`src/rtl/ddr_wr_pkg.sv`:
```
`default_nettype none
// ============================================================================
//  Module      : ddr_wr_pkg
//  Description : Shared types, counter widths and parameter-legality helpers
//                for the DDR DQS write-path controller.
//  Revision    : 1.0 - initial release
// ============================================================================
package ddr_wr_pkg;

    // Latency counter must hold WR_LAT-1 for WR_LAT up to 15.
    localparam int LAT_W  = 4;
    // Beat counter must hold BC-1 for BC up to 4.
    localparam int BEAT_W = 2;

    typedef enum logic [2:0] {
        IDLE  = 3'd0,
        WAIT  = 3'd1,
        PRE   = 3'd2,
        BURST = 3'd3,
        POST  = 3'd4
    } wr_state_e;

    // Burst length must be an even number of beats from 2 to 8.
    function automatic bit burst_len_legal(input int bl);
        return (bl >= 2) && (bl <= 8) && ((bl % 2) == 0);
    endfunction

    // Write latency must fit the latency counter and be at least one cycle.
    function automatic bit wr_lat_legal(input int lat);
        return (lat >= 1) && (lat <= 15);
    endfunction

    // At least one byte lane is required.
    function automatic bit num_dqs_legal(input int n);
        return n >= 1;
    endfunction

endpackage
`default_nettype wire

```
`src/rtl/ddr_wr_lat_cnt.sv`:
```
`default_nettype none
// ============================================================================
//  Module      : ddr_wr_lat_cnt
//  Description : Loadable down-counter with zero flag. Load has priority over
//                decrement; decrement saturates at zero.
//  Revision    : 1.0 - initial release
// ============================================================================
module ddr_wr_lat_cnt
    import ddr_wr_pkg::*;
#(
    parameter int WIDTH = LAT_W
) (
    input  logic             ck_i,
    input  logic             rst_i,
    input  logic             load_i,
    input  logic [WIDTH-1:0] load_val_i,
    input  logic             dec_i,
    output logic [WIDTH-1:0] cnt_o,
    output logic             zero_o
);

    logic [WIDTH-1:0] cnt_q;
    logic [WIDTH-1:0] cnt_d;

    // Next count: load wins, otherwise count down and stop at zero.
    always_comb begin
        cnt_d = cnt_q;
        if (load_i) begin
            cnt_d = load_val_i;
        end else if (dec_i && (cnt_q != '0)) begin
            cnt_d = cnt_q - WIDTH'(1);
        end
    end

    // Count register.
    always_ff @(posedge ck_i) begin
        if (rst_i) begin
            cnt_q <= '0;
        end else begin
            cnt_q <= cnt_d;
        end
    end

    assign cnt_o  = cnt_q;
    assign zero_o = (cnt_q == '0);

endmodule
`default_nettype wire

```
`src/rtl/ddr_dqs_write_ctrl.sv`:
```
`default_nettype none
// ============================================================================
//  Module      : ddr_dqs_write_ctrl
//  Description : Write-direction DQS/DQ controller. Turns accepted write
//                commands into cycle-aligned DQ/DQS tristate controls with
//                preamble and half-cycle postamble, and pulls burst data from
//                a show-ahead write FIFO. Outputs feed CK90 ODDR cells.
//                Optional data-mask path enabled by defining DDR_WR_DM_EN.
//  Revision    : 1.0 - initial release
// ============================================================================
module ddr_dqs_write_ctrl
    import ddr_wr_pkg::*;
#(
    parameter int NUM_DQS   = 1,
    parameter int BURST_LEN = 4,
    parameter int WR_LAT    = 1
) (
    input  logic                 ck_i,
    input  logic                 rst_i,
    input  logic                 wr_req_i,
    output logic                 wr_ack_o,
    output logic                 data_req_o,
    input  logic [NUM_DQS*8-1:0] wr_data_rise_i,
    input  logic [NUM_DQS*8-1:0] wr_data_fall_i,
    output logic [NUM_DQS*8-1:0] dq_rise_o,
    output logic [NUM_DQS*8-1:0] dq_fall_o,
    output logic                 dqtri_o,
    output logic                 dqstri_pos_o,
    output logic                 dqstri_neg_o,
`ifdef DDR_WR_DM_EN
    input  logic [NUM_DQS-1:0]   wr_dm_rise_i,
    input  logic [NUM_DQS-1:0]   wr_dm_fall_i,
    output logic [NUM_DQS-1:0]   dm_rise_o,
    output logic [NUM_DQS-1:0]   dm_fall_o,
`endif
    output logic                 busy_o
);

    localparam int                DQ_W      = NUM_DQS * 8;
    localparam int                BC        = BURST_LEN / 2;
    localparam logic [LAT_W-1:0]  LAT_LOAD  = LAT_W'(WR_LAT - 1);
    localparam logic [BEAT_W-1:0] BEAT_LOAD = BEAT_W'(BC - 1);

    // Elaboration-time parameter checks.
    if (!burst_len_legal(BURST_LEN)) begin : g_bad_burst_len
        $error("ddr_dqs_write_ctrl: BURST_LEN must be even and 2..8");
    end
    if (!wr_lat_legal(WR_LAT)) begin : g_bad_wr_lat
        $error("ddr_dqs_write_ctrl: WR_LAT must be 1..15");
    end
    if (!num_dqs_legal(NUM_DQS)) begin : g_bad_num_dqs
        $error("ddr_dqs_write_ctrl: NUM_DQS must be at least 1");
    end

    wr_state_e        state_q;
    wr_state_e        state_d;

    logic             lat_load;
    logic             lat_dec;
    logic [LAT_W-1:0] lat_cnt;
    logic             lat_zero;

    logic              beat_load;
    logic              beat_dec;
    logic [BEAT_W-1:0] beat_cnt;
    logic              beat_zero;
    logic              w_beat_cnt_unused;

    logic             w_accept;

    logic             dqtri_q,      dqtri_d;
    logic             dqstri_pos_q, dqstri_pos_d;
    logic             dqstri_neg_q, dqstri_neg_d;
    logic [DQ_W-1:0]  dq_rise_q,    dq_rise_d;
    logic [DQ_W-1:0]  dq_fall_q,    dq_fall_d;

    // Command handshake and FIFO pull are blanked while reset is applied so
    // nothing is accepted or popped in a reset cycle.
    assign wr_ack_o   = (state_q == IDLE) && !rst_i;
    assign w_accept   = wr_req_i && wr_ack_o;
    assign data_req_o = ((state_q == PRE) || ((state_q == BURST) && !beat_zero)) && !rst_i;
    assign busy_o     = (state_q != IDLE);

    // The beat count value itself is not needed, only its zero flag.
    assign w_beat_cnt_unused = ^beat_cnt;

    ddr_wr_lat_cnt #(
        .WIDTH      (LAT_W)
    ) u_lat_cnt (
        .ck_i       (ck_i),
        .rst_i      (rst_i),
        .load_i     (lat_load),
        .load_val_i (LAT_LOAD),
        .dec_i      (lat_dec),
        .cnt_o      (lat_cnt),
        .zero_o     (lat_zero)
    );

    ddr_wr_lat_cnt #(
        .WIDTH      (BEAT_W)
    ) u_beat_cnt (
        .ck_i       (ck_i),
        .rst_i      (rst_i),
        .load_i     (beat_load),
        .load_val_i (BEAT_LOAD),
        .dec_i      (beat_dec),
        .cnt_o      (beat_cnt),
        .zero_o     (beat_zero)
    );

    // Next-state decode and the drive controls the next state implies.
    always_comb begin
        state_d   = state_q;
        lat_load  = 1'b0;
        lat_dec   = 1'b0;
        beat_load = 1'b0;
        beat_dec  = 1'b0;
        case (state_q)
            IDLE: begin
                if (w_accept) begin
                    lat_load = 1'b1;
                    state_d  = (WR_LAT == 1) ? PRE : WAIT;
                end
            end
            WAIT: begin
                lat_dec = 1'b1;
                // Zero only reachable if the counter was disturbed; leave anyway.
                if ((lat_cnt == LAT_W'(1)) || lat_zero) begin
                    state_d = PRE;
                end
            end
            PRE: begin
                beat_load = 1'b1;
                state_d   = BURST;
            end
            BURST: begin
                beat_dec = 1'b1;
                if (beat_zero) begin
                    state_d = POST;
                end
            end
            POST: begin
                state_d = IDLE;
            end
            default: begin
                state_d = IDLE;
            end
        endcase

        dqtri_d      = (state_d != BURST);
        dqstri_pos_d = !(state_d inside {PRE, BURST, POST});
        dqstri_neg_d = !(state_d inside {PRE, BURST});
        dq_rise_d    = data_req_o ? wr_data_rise_i : dq_rise_q;
        dq_fall_d    = data_req_o ? wr_data_fall_i : dq_fall_q;
    end

    // State register.
    always_ff @(posedge ck_i) begin
        if (rst_i) begin
            state_q <= IDLE;
        end else begin
            state_q <= state_d;
        end
    end

    // Registered drive controls and data, aligned with the state they describe.
    always_ff @(posedge ck_i) begin
        if (rst_i) begin
            dqtri_q      <= 1'b1;
            dqstri_pos_q <= 1'b1;
            dqstri_neg_q <= 1'b1;
            dq_rise_q    <= '0;
            dq_fall_q    <= '0;
        end else begin
            dqtri_q      <= dqtri_d;
            dqstri_pos_q <= dqstri_pos_d;
            dqstri_neg_q <= dqstri_neg_d;
            dq_rise_q    <= dq_rise_d;
            dq_fall_q    <= dq_fall_d;
        end
    end

    assign dqtri_o      = dqtri_q;
    assign dqstri_pos_o = dqstri_pos_q;
    assign dqstri_neg_o = dqstri_neg_q;
    assign dq_rise_o    = dq_rise_q;
    assign dq_fall_o    = dq_fall_q;

`ifdef DDR_WR_DM_EN
    logic [NUM_DQS-1:0] dm_rise_q, dm_rise_d;
    logic [NUM_DQS-1:0] dm_fall_q, dm_fall_d;

    // Mask bits travel with their data beat and hold between bursts.
    always_comb begin
        dm_rise_d = data_req_o ? wr_dm_rise_i : dm_rise_q;
        dm_fall_d = data_req_o ? wr_dm_fall_i : dm_fall_q;
    end

    // Mask registers, same timing as the DQ registers.
    always_ff @(posedge ck_i) begin
        if (rst_i) begin
            dm_rise_q <= '0;
            dm_fall_q <= '0;
        end else begin
            dm_rise_q <= dm_rise_d;
            dm_fall_q <= dm_fall_d;
        end
    end

    assign dm_rise_o = dm_rise_q;
    assign dm_fall_o = dm_fall_q;
`else
    // No mask path: every written byte is stored.
`endif

endmodule
`default_nettype wire

```
`config.mk`:
```
export PLATFORM = sky130hd
export DESIGN_NAME = ddr_dqs_write_ctrl
export DESIGN_NICKNAME = d
export VERILOG_FILES = /design/src/rtl/ddr_wr_pkg.sv /design/src/rtl/ddr_wr_lat_cnt.sv /design/src/rtl/ddr_dqs_write_ctrl.sv
export SDC_FILE = /design/constraint.sdc
export NUM_CORES = 1
export LEC_CHECK = 0
export ABC_AREA = 0
export BUFFER_PORTS_ARGS = -buffer_cell sky130_fd_sc_hd__buf_2
export CORE_UTILIZATION = 36
export CTS_CLUSTER_DIAMETER = 200
export DETAILED_ROUTE_END_ITERATION = 10
export GPL_ROUTABILITY_DRIVEN = 0
export PLACE_DENSITY_LB_ADDON = 0.3
export REMOVE_ABC_BUFFERS = 1
export SLEW_MARGIN = 10
export SYNTH_ARGS = -nofsm -noshare
export SYNTH_HDL_FRONTEND = slang
export SYNTH_SLANG_ARGS = --single-unit
```
`constraint.sdc`:
```
create_clock -name ck_i -period 3.92 [get_ports ck_i]
set_clock_uncertainty 0.15 [all_clocks]
set_input_delay 0.392 -clock ck_i [delete_from_list [all_inputs] [get_ports ck_i]]
set_output_delay 0.392 -clock ck_i [all_outputs]
set_load 0.05 [all_outputs]
```
# ---- After elaboration in Yosys (flattened, before gate mapping)
# Cells that the tools add are included.
dict set report classes {
  reduce_logical 23
  n_addsub 2
  eq_ne 8
  n_mux 11
}
# op n
set op_table {}
lappend op_table {{$eq 3x2->1 const B} 4}
lappend op_table {{$pmux 3 s4} 1}
lappend op_table {{$mux 3} 3}
lappend op_table {{$mux 1} 7}
lappend op_table {{$logic_and 1x1->1} 6}
lappend op_table {{$reduce_bool 2->1} 3}
lappend op_table {{$reduce_bool 3->1} 2}
lappend op_table {{$eq 4x1->1 const B} 1}
lappend op_table {{$logic_not 1->1} 4}
lappend op_table {{$logic_not 4->1} 1}
lappend op_table {{$reduce_bool 4->1} 1}
lappend op_table {{$reduce_or 2->1} 2}
lappend op_table {{$sub 4x1->4 const B} 1}
lappend op_table {{$eq 3x1->1 const B} 1}
lappend op_table {{$eq 3x3->1 const B} 1}
lappend op_table {{$logic_not 3->1} 1}
lappend op_table {{$ne 3x2->1 const B} 1}
lappend op_table {{$logic_not 2->1} 1}
lappend op_table {{$logic_or 1x1->1} 2}
lappend op_table {{$sub 2x1->2 const B} 1}
dict set report totals {
  output_inout_bits 22
  elab_cells 53
  ff_bits 28
  input_bits 19
}

# ---- Longest topological paths before layout
dict set report depth {
  depth_word 8
  depth_mapped 7
  ltp_nobuf 6
}

# ---- Modules after synthesis
# Synthesis repeated with hierarchy kept, for this count alone.
dict set report unflattened {
  hier_cells 149
  area_unflattened_um2 1268.7
}
# mod instances seq_area_each_um2 area_per_inst_um2 cells_per_inst
set by_module_without_submodules {}
lappend by_module_without_submodules {ddr_dqs_write_ctrl 1 440.4 879.6 106}
lappend by_module_without_submodules {{ddr_wr_lat_cnt at u_lat_cnt} 1 80.1 262.8 29}
lappend by_module_without_submodules {{ddr_wr_lat_cnt at u_beat_cnt} 1 40.0 126.4 14}

# ---- Worst setup path after synthesis
# Ideal clock, no wire load.
dict set report synth_timing {
  path_kind {register to output}
  startpoint {register state_q[1]}
  endpoint {output port wr_ack_o}
  path_buffers 1
  slack_ns 1.631
  t_required_ns 3.378
  stages_incl_launch_ff 4
  t_arrival_ns 1.747
  cell_sequence {dfxtp_1 buf_4 or3_1 nor2_1}
}
dict set report synth_via {
  elab_chain_cells 2
}
# item line_no
set synth_lines {}
lappend synth_lines {{from (decl)} ddr_dqs_write_ctrl.sv:55} ;# wr_state_e state_q;
lappend synth_lines {{from (signal assigned)} ddr_dqs_write_ctrl.sv:162} ;# state_q <= state_d;
lappend synth_lines {{$logic_not 3->1} ddr_dqs_write_ctrl.sv:79} ;# assign wr_ack_o = (state_q == IDLE) && !rst_i;
lappend synth_lines {{$logic_and 1x1->1} ddr_dqs_write_ctrl.sv:79}
lappend synth_lines {{to (decl)} ddr_dqs_write_ctrl.sv:21} ;# output logic wr_ack_o,
# Every way passes these cells.

# ---- Final worst setup path
dict set report layout_timing {
  startpoint {register u_beat_cnt.cnt_q[0] (netlist: u_beat_cnt.cnt_o[0])}
  endpoint {output port data_req_o}
}
dict set report layout_via {
  elab_chain_cells 5
}
# item line_no
set layout_lines {}
lappend layout_lines {{from (decl)} ddr_wr_lat_cnt.sv:22} ;# logic [WIDTH-1:0] cnt_q;
lappend layout_lines {{from (signal assigned)} ddr_wr_lat_cnt.sv:40} ;# cnt_q <= cnt_d;
lappend layout_lines {{$logic_not 2->1} ddr_wr_lat_cnt.sv:45} ;# assign zero_o = (cnt_q == '0);
lappend layout_lines {{$logic_not 1->1} ddr_dqs_write_ctrl.sv:81} ;# assign data_req_o = ((state_q == PRE) || ((state_q == BURST) && !beat_zero)) && !rst_i;
lappend layout_lines {{$logic_and 1x1->1} ddr_dqs_write_ctrl.sv:81}
lappend layout_lines {{$logic_or 1x1->1} ddr_dqs_write_ctrl.sv:81}
lappend layout_lines {{$logic_and 1x1->1} ddr_dqs_write_ctrl.sv:81}
lappend layout_lines {{to (decl)} ddr_dqs_write_ctrl.sv:22} ;# output logic data_req_o,
# Every way passes these cells.

==> metrics.md <==
| Metric | Value |
|---|---|
| Most common cell on crit path | `inv_1` |
| Req. time, crit path | `3.38 ns` |
| Number of buffers on the longest clock path | `2` |
| Detailed placement HPWL | `1.646 mm` |
| Die ar. | `3337 um^2` |
| I/O pins | `41` |
| Starting Density | `0.3925` |
| Share of flip-flops with an asynchronous set or reset after synthesis | `0` |
| Util after Layout | `0.4732` |
| Post-cts resize count | `0` |
| Vias in the first global route | `887` |
| Status | `finished, violations left` |
| Via-per-instance ratio | `4.829` |
| DR pass1 iterations | `8` |
| WS Path Type | `flop to output pin` |
| Cell type with the largest total area after synthesis | `dfxtp_1` |
| Clock sink count | `28` |
| Largest net degree at the start of global routing | `25` |
| Std-Cell Rows | `19` |
| Crit end category | `output pin` |
| Synthesized netlist cell count | `130` |
| Stage delay of the slowest cell on the critical path | `0.60 ns` |
| Data arrival time of the critical path | `2.12 ns` |
| Number of CTS-inserted buffers | `3` |
| Highest net fanout along the worst path | `18` |
| Setup total negative slack | `0 ns` |
| Layout overhead on the synthesized area | `20.56%` |
| Area contributors post-synth | `dfxtp_1, nand2_1, a21oi_1` |
| RSZ-0062 raised after global routing | `no` |
| Leak pwr | `0.6050 nW` |
| Max-Slew Margin vs Limit | `0.5547` |
| Total standard cell area after synthesis | `1120 um^2` |
| Pwr per Cell Area | `429.9 nW/um^2` |
| Worst-Skew Late Latency | `0.31 ns` |
| Die extent in x | `57.77 um` |
| Clock tree from TritonCTS | `yes` |
| Most instantiated flip-flop cell in the synthesis netlist | `dfxtp_1` |
| Maximum capacitance violations | `0` |
| Hold Violations, Final | `0` |
| Post-detailed-route count of antenna-violating nets | `0` |
| Number of library cell types mapped by synthesis | `31` |
| Worst hold-check path type | `primary input to flop` |
| Seq/Total Area, Yosys | `0.5006` |
| Initial antenna violation count | `0` |
| Fmax | `375.3 MHz` |
| Most instantiated library cell after synthesis | `nand2_1` |
| Max rail drop VDD | `0.0001648 V` |
| Final routed wire length divided by cell count | `10.96 um` |
| Category of cells accounting for the largest share of critical-path delay | `simple AND/OR/NAND/NOR gates` |
| Power Total | `0.0005804 W` |
| Final Critical Period | `2.665 ns` |
| Global-route wire length before repair | `3.698 mm` |
| Overall routing resource usage | `0.1410` |
| Number of placed instances with taps included | `196` |
| Worst-Margin Slew | `0.6672 ns` |
| Post-route DRC violation count | `6` |
| Startpoint type of the worst setup path | `flop` |
| Count of buffers added by post-CTS timing repair for setup | `0` |
| Average footprint of a synthesized cell | `8.614 um^2` |
| Number of DRC violations after detailed-routing iteration 0 | `59` |
| Placeable core region | `2853 um^2` |
| Port Buffer Count | `40` |
| Max-slew violation count | `0` |
| Setup violations, final | `0` |
| Violations in the final reports | `design-rule violations` |
| Synth cell count leaders | `nand2_1, dfxtp_1, a21oi_1` |
| Count of antenna diodes in the layout | `0` |
| Clock-pin transition on the worst setup and hold timing paths | `0.13 ns` |
| Number of warnings reported in the yosys synthesis log | `0` |
| Die boundary height | `57.77 um` |
| Gr ovfl total | `0` |
| Final wirelength | `2.182 mm` |
| Final period utilization | `0.6797` |
| NumNets Final | `193` |
| Fraction of layout cells with a size suffix above 1 | `0.2917` |
| Number of cells in the finished layout apart from fillers | `199` |
| Slowest CP cell | `nor3b_4` |
| Vias | `961` |
| #FFs+latches synth | `28` |
| Number of synthesized flops with an enable pin | `0` |
| Clock root buffer master | `clkbuf_4` |
| CTS hold repair buffers | `0` |
| # H-tree levels | `1` |
| Share of Yosys cell area claimed by the top area cell type | `0.5006` |
| Cell breakdown of the critical path | `inv_1, ha_1, nand2_1, nor3b_4, nand2b_1, inv_1, buf_2` |
| Buffers and inverters on the worst path | `3` |
==> cells by family (layout without fill, tap and decap cells) <==
family | count (synthesis) | after routing | share of synthesized area
simple gates | 57 | 57 | 0.2458
flops | 28 | 28 | 0.5006
compound gates | 26 | 26 | 0.1341
buf+inv | 12 | 50 | 0.05139
fa+ha+maj | 4 | 4 | 0.04469
xor+xnor | 3 | 3 | 0.02347
==> per-layer routing <==
| layer | track usage | routed length [um] |
|---|---|---|
| met4 | 0.04082 | 8 |
| met3 | 0.03348 | 175 |
| met1 | 0.1765 | 1015 |
| met5 | 0 | 0 |
| met2 | 0.2425 | 983 |
==> flip-flops by register name, indices dropped and copies added (netlist names) <==
register / count
dqstri_neg_o: 1
dqstri_pos_o: 1
dq_fall_o: 8
dqtri_o: 1
state_q: 3
dq_rise_o: 8
u_beat_cnt.cnt_o: 2
u_lat_cnt.cnt_o: 4
==> cell type report <==
type | instances | area, um^2
multi-input combinational | 90 | 501.7
sequential | 28 | 560.5
clock buffer | 3 | 22.52
inverter | 7 | 26.28
fill | 294 | 1503
tap | 31 | 38.79
timing repair buffer | 40 | 200.2
==> power by group <==
part,total [W],switching [W],internal [W]
clock,0.000110,0.0000740,0.0000359
combinational,0.000156,0.000116,0.0000397
sequential,0.000315,0.0000106,0.000304
total,0.000580,0.000201,0.000380
==> worst register-to-register path: stages (launching register included) <==
cell	delay (ns)
dfxtp_1	0.33
inv_1	0.06
ha_1	0.24
nand2_1	0.13
nor3b_4	0.60
nand2_1	0.11
a21oi_1	0.16
==> path summary, 6_finish.rpt <==
| check | start | end | slack [ns] | cells after the start |
|---|---|---|---|---|
| setup / recovery | u_beat_cnt.cnt_o[0]$_SDFFE_PP0N_ | data_req_o | 1.26 | 7 |
| hold / removal | wr_data_rise_i[0] | dq_rise_o[0]$_SDFFE_PP0P_ | 0.15 | 3 |
| setup reg to reg | u_beat_cnt.cnt_o[0]$_SDFFE_PP0N_ | dq_fall_o[4]$_SDFFE_PP0P_ | 2.08 | 6 |
| hold reg to reg | dq_fall_o[2]$_SDFFE_PP0P_ | dq_fall_o[2]$_SDFFE_PP0P_ | 0.31 | 2 |
==> layout by cell type, fill, tap and decap left out <==
master,Yosys,layout
or3_1,1,1
inv_1,6,6
nor3b_2,1,1
or3b_1,1,1
nor3_1,2,2
o2111ai_1,1,1
nand3_1,2,2
buf_2,1,40
nor2b_1,1,1
xnor2_1,1,1
nand3b_1,1,1
dfxtp_1,28,28
nand2_1,33,33
xor2_1,2,2
nor2_1,10,10
a21o_1,1,1
nand3b_2,1,1
and2_4,1,1
ha_1,4,4
a21oi_1,20,20
inv_2,1,1
clkbuf_4,0,3
nor3b_4,1,1
nand2b_1,1,1
o31a_1,1,1
a211oi_2,1,1
nor3b_1,1,1
a211oi_1,1,1
o21ai_0,1,1
==> per-stage QoR <==
stage	hold slack, ns	setup slack, ns	area, um^2
5_1_grt	0.1299	1.077	1350
3_5_place_dp	0.2975	1.561	1328
6_report	0.1511	1.255	1350
4_1_cts	0.1413	1.192	1350
2_1_floorplan	0.3070	1.663	1089
3_3_place_gp	0.2885	1.636	1328
No activity file was read; power rests on OpenSTA's default activity.
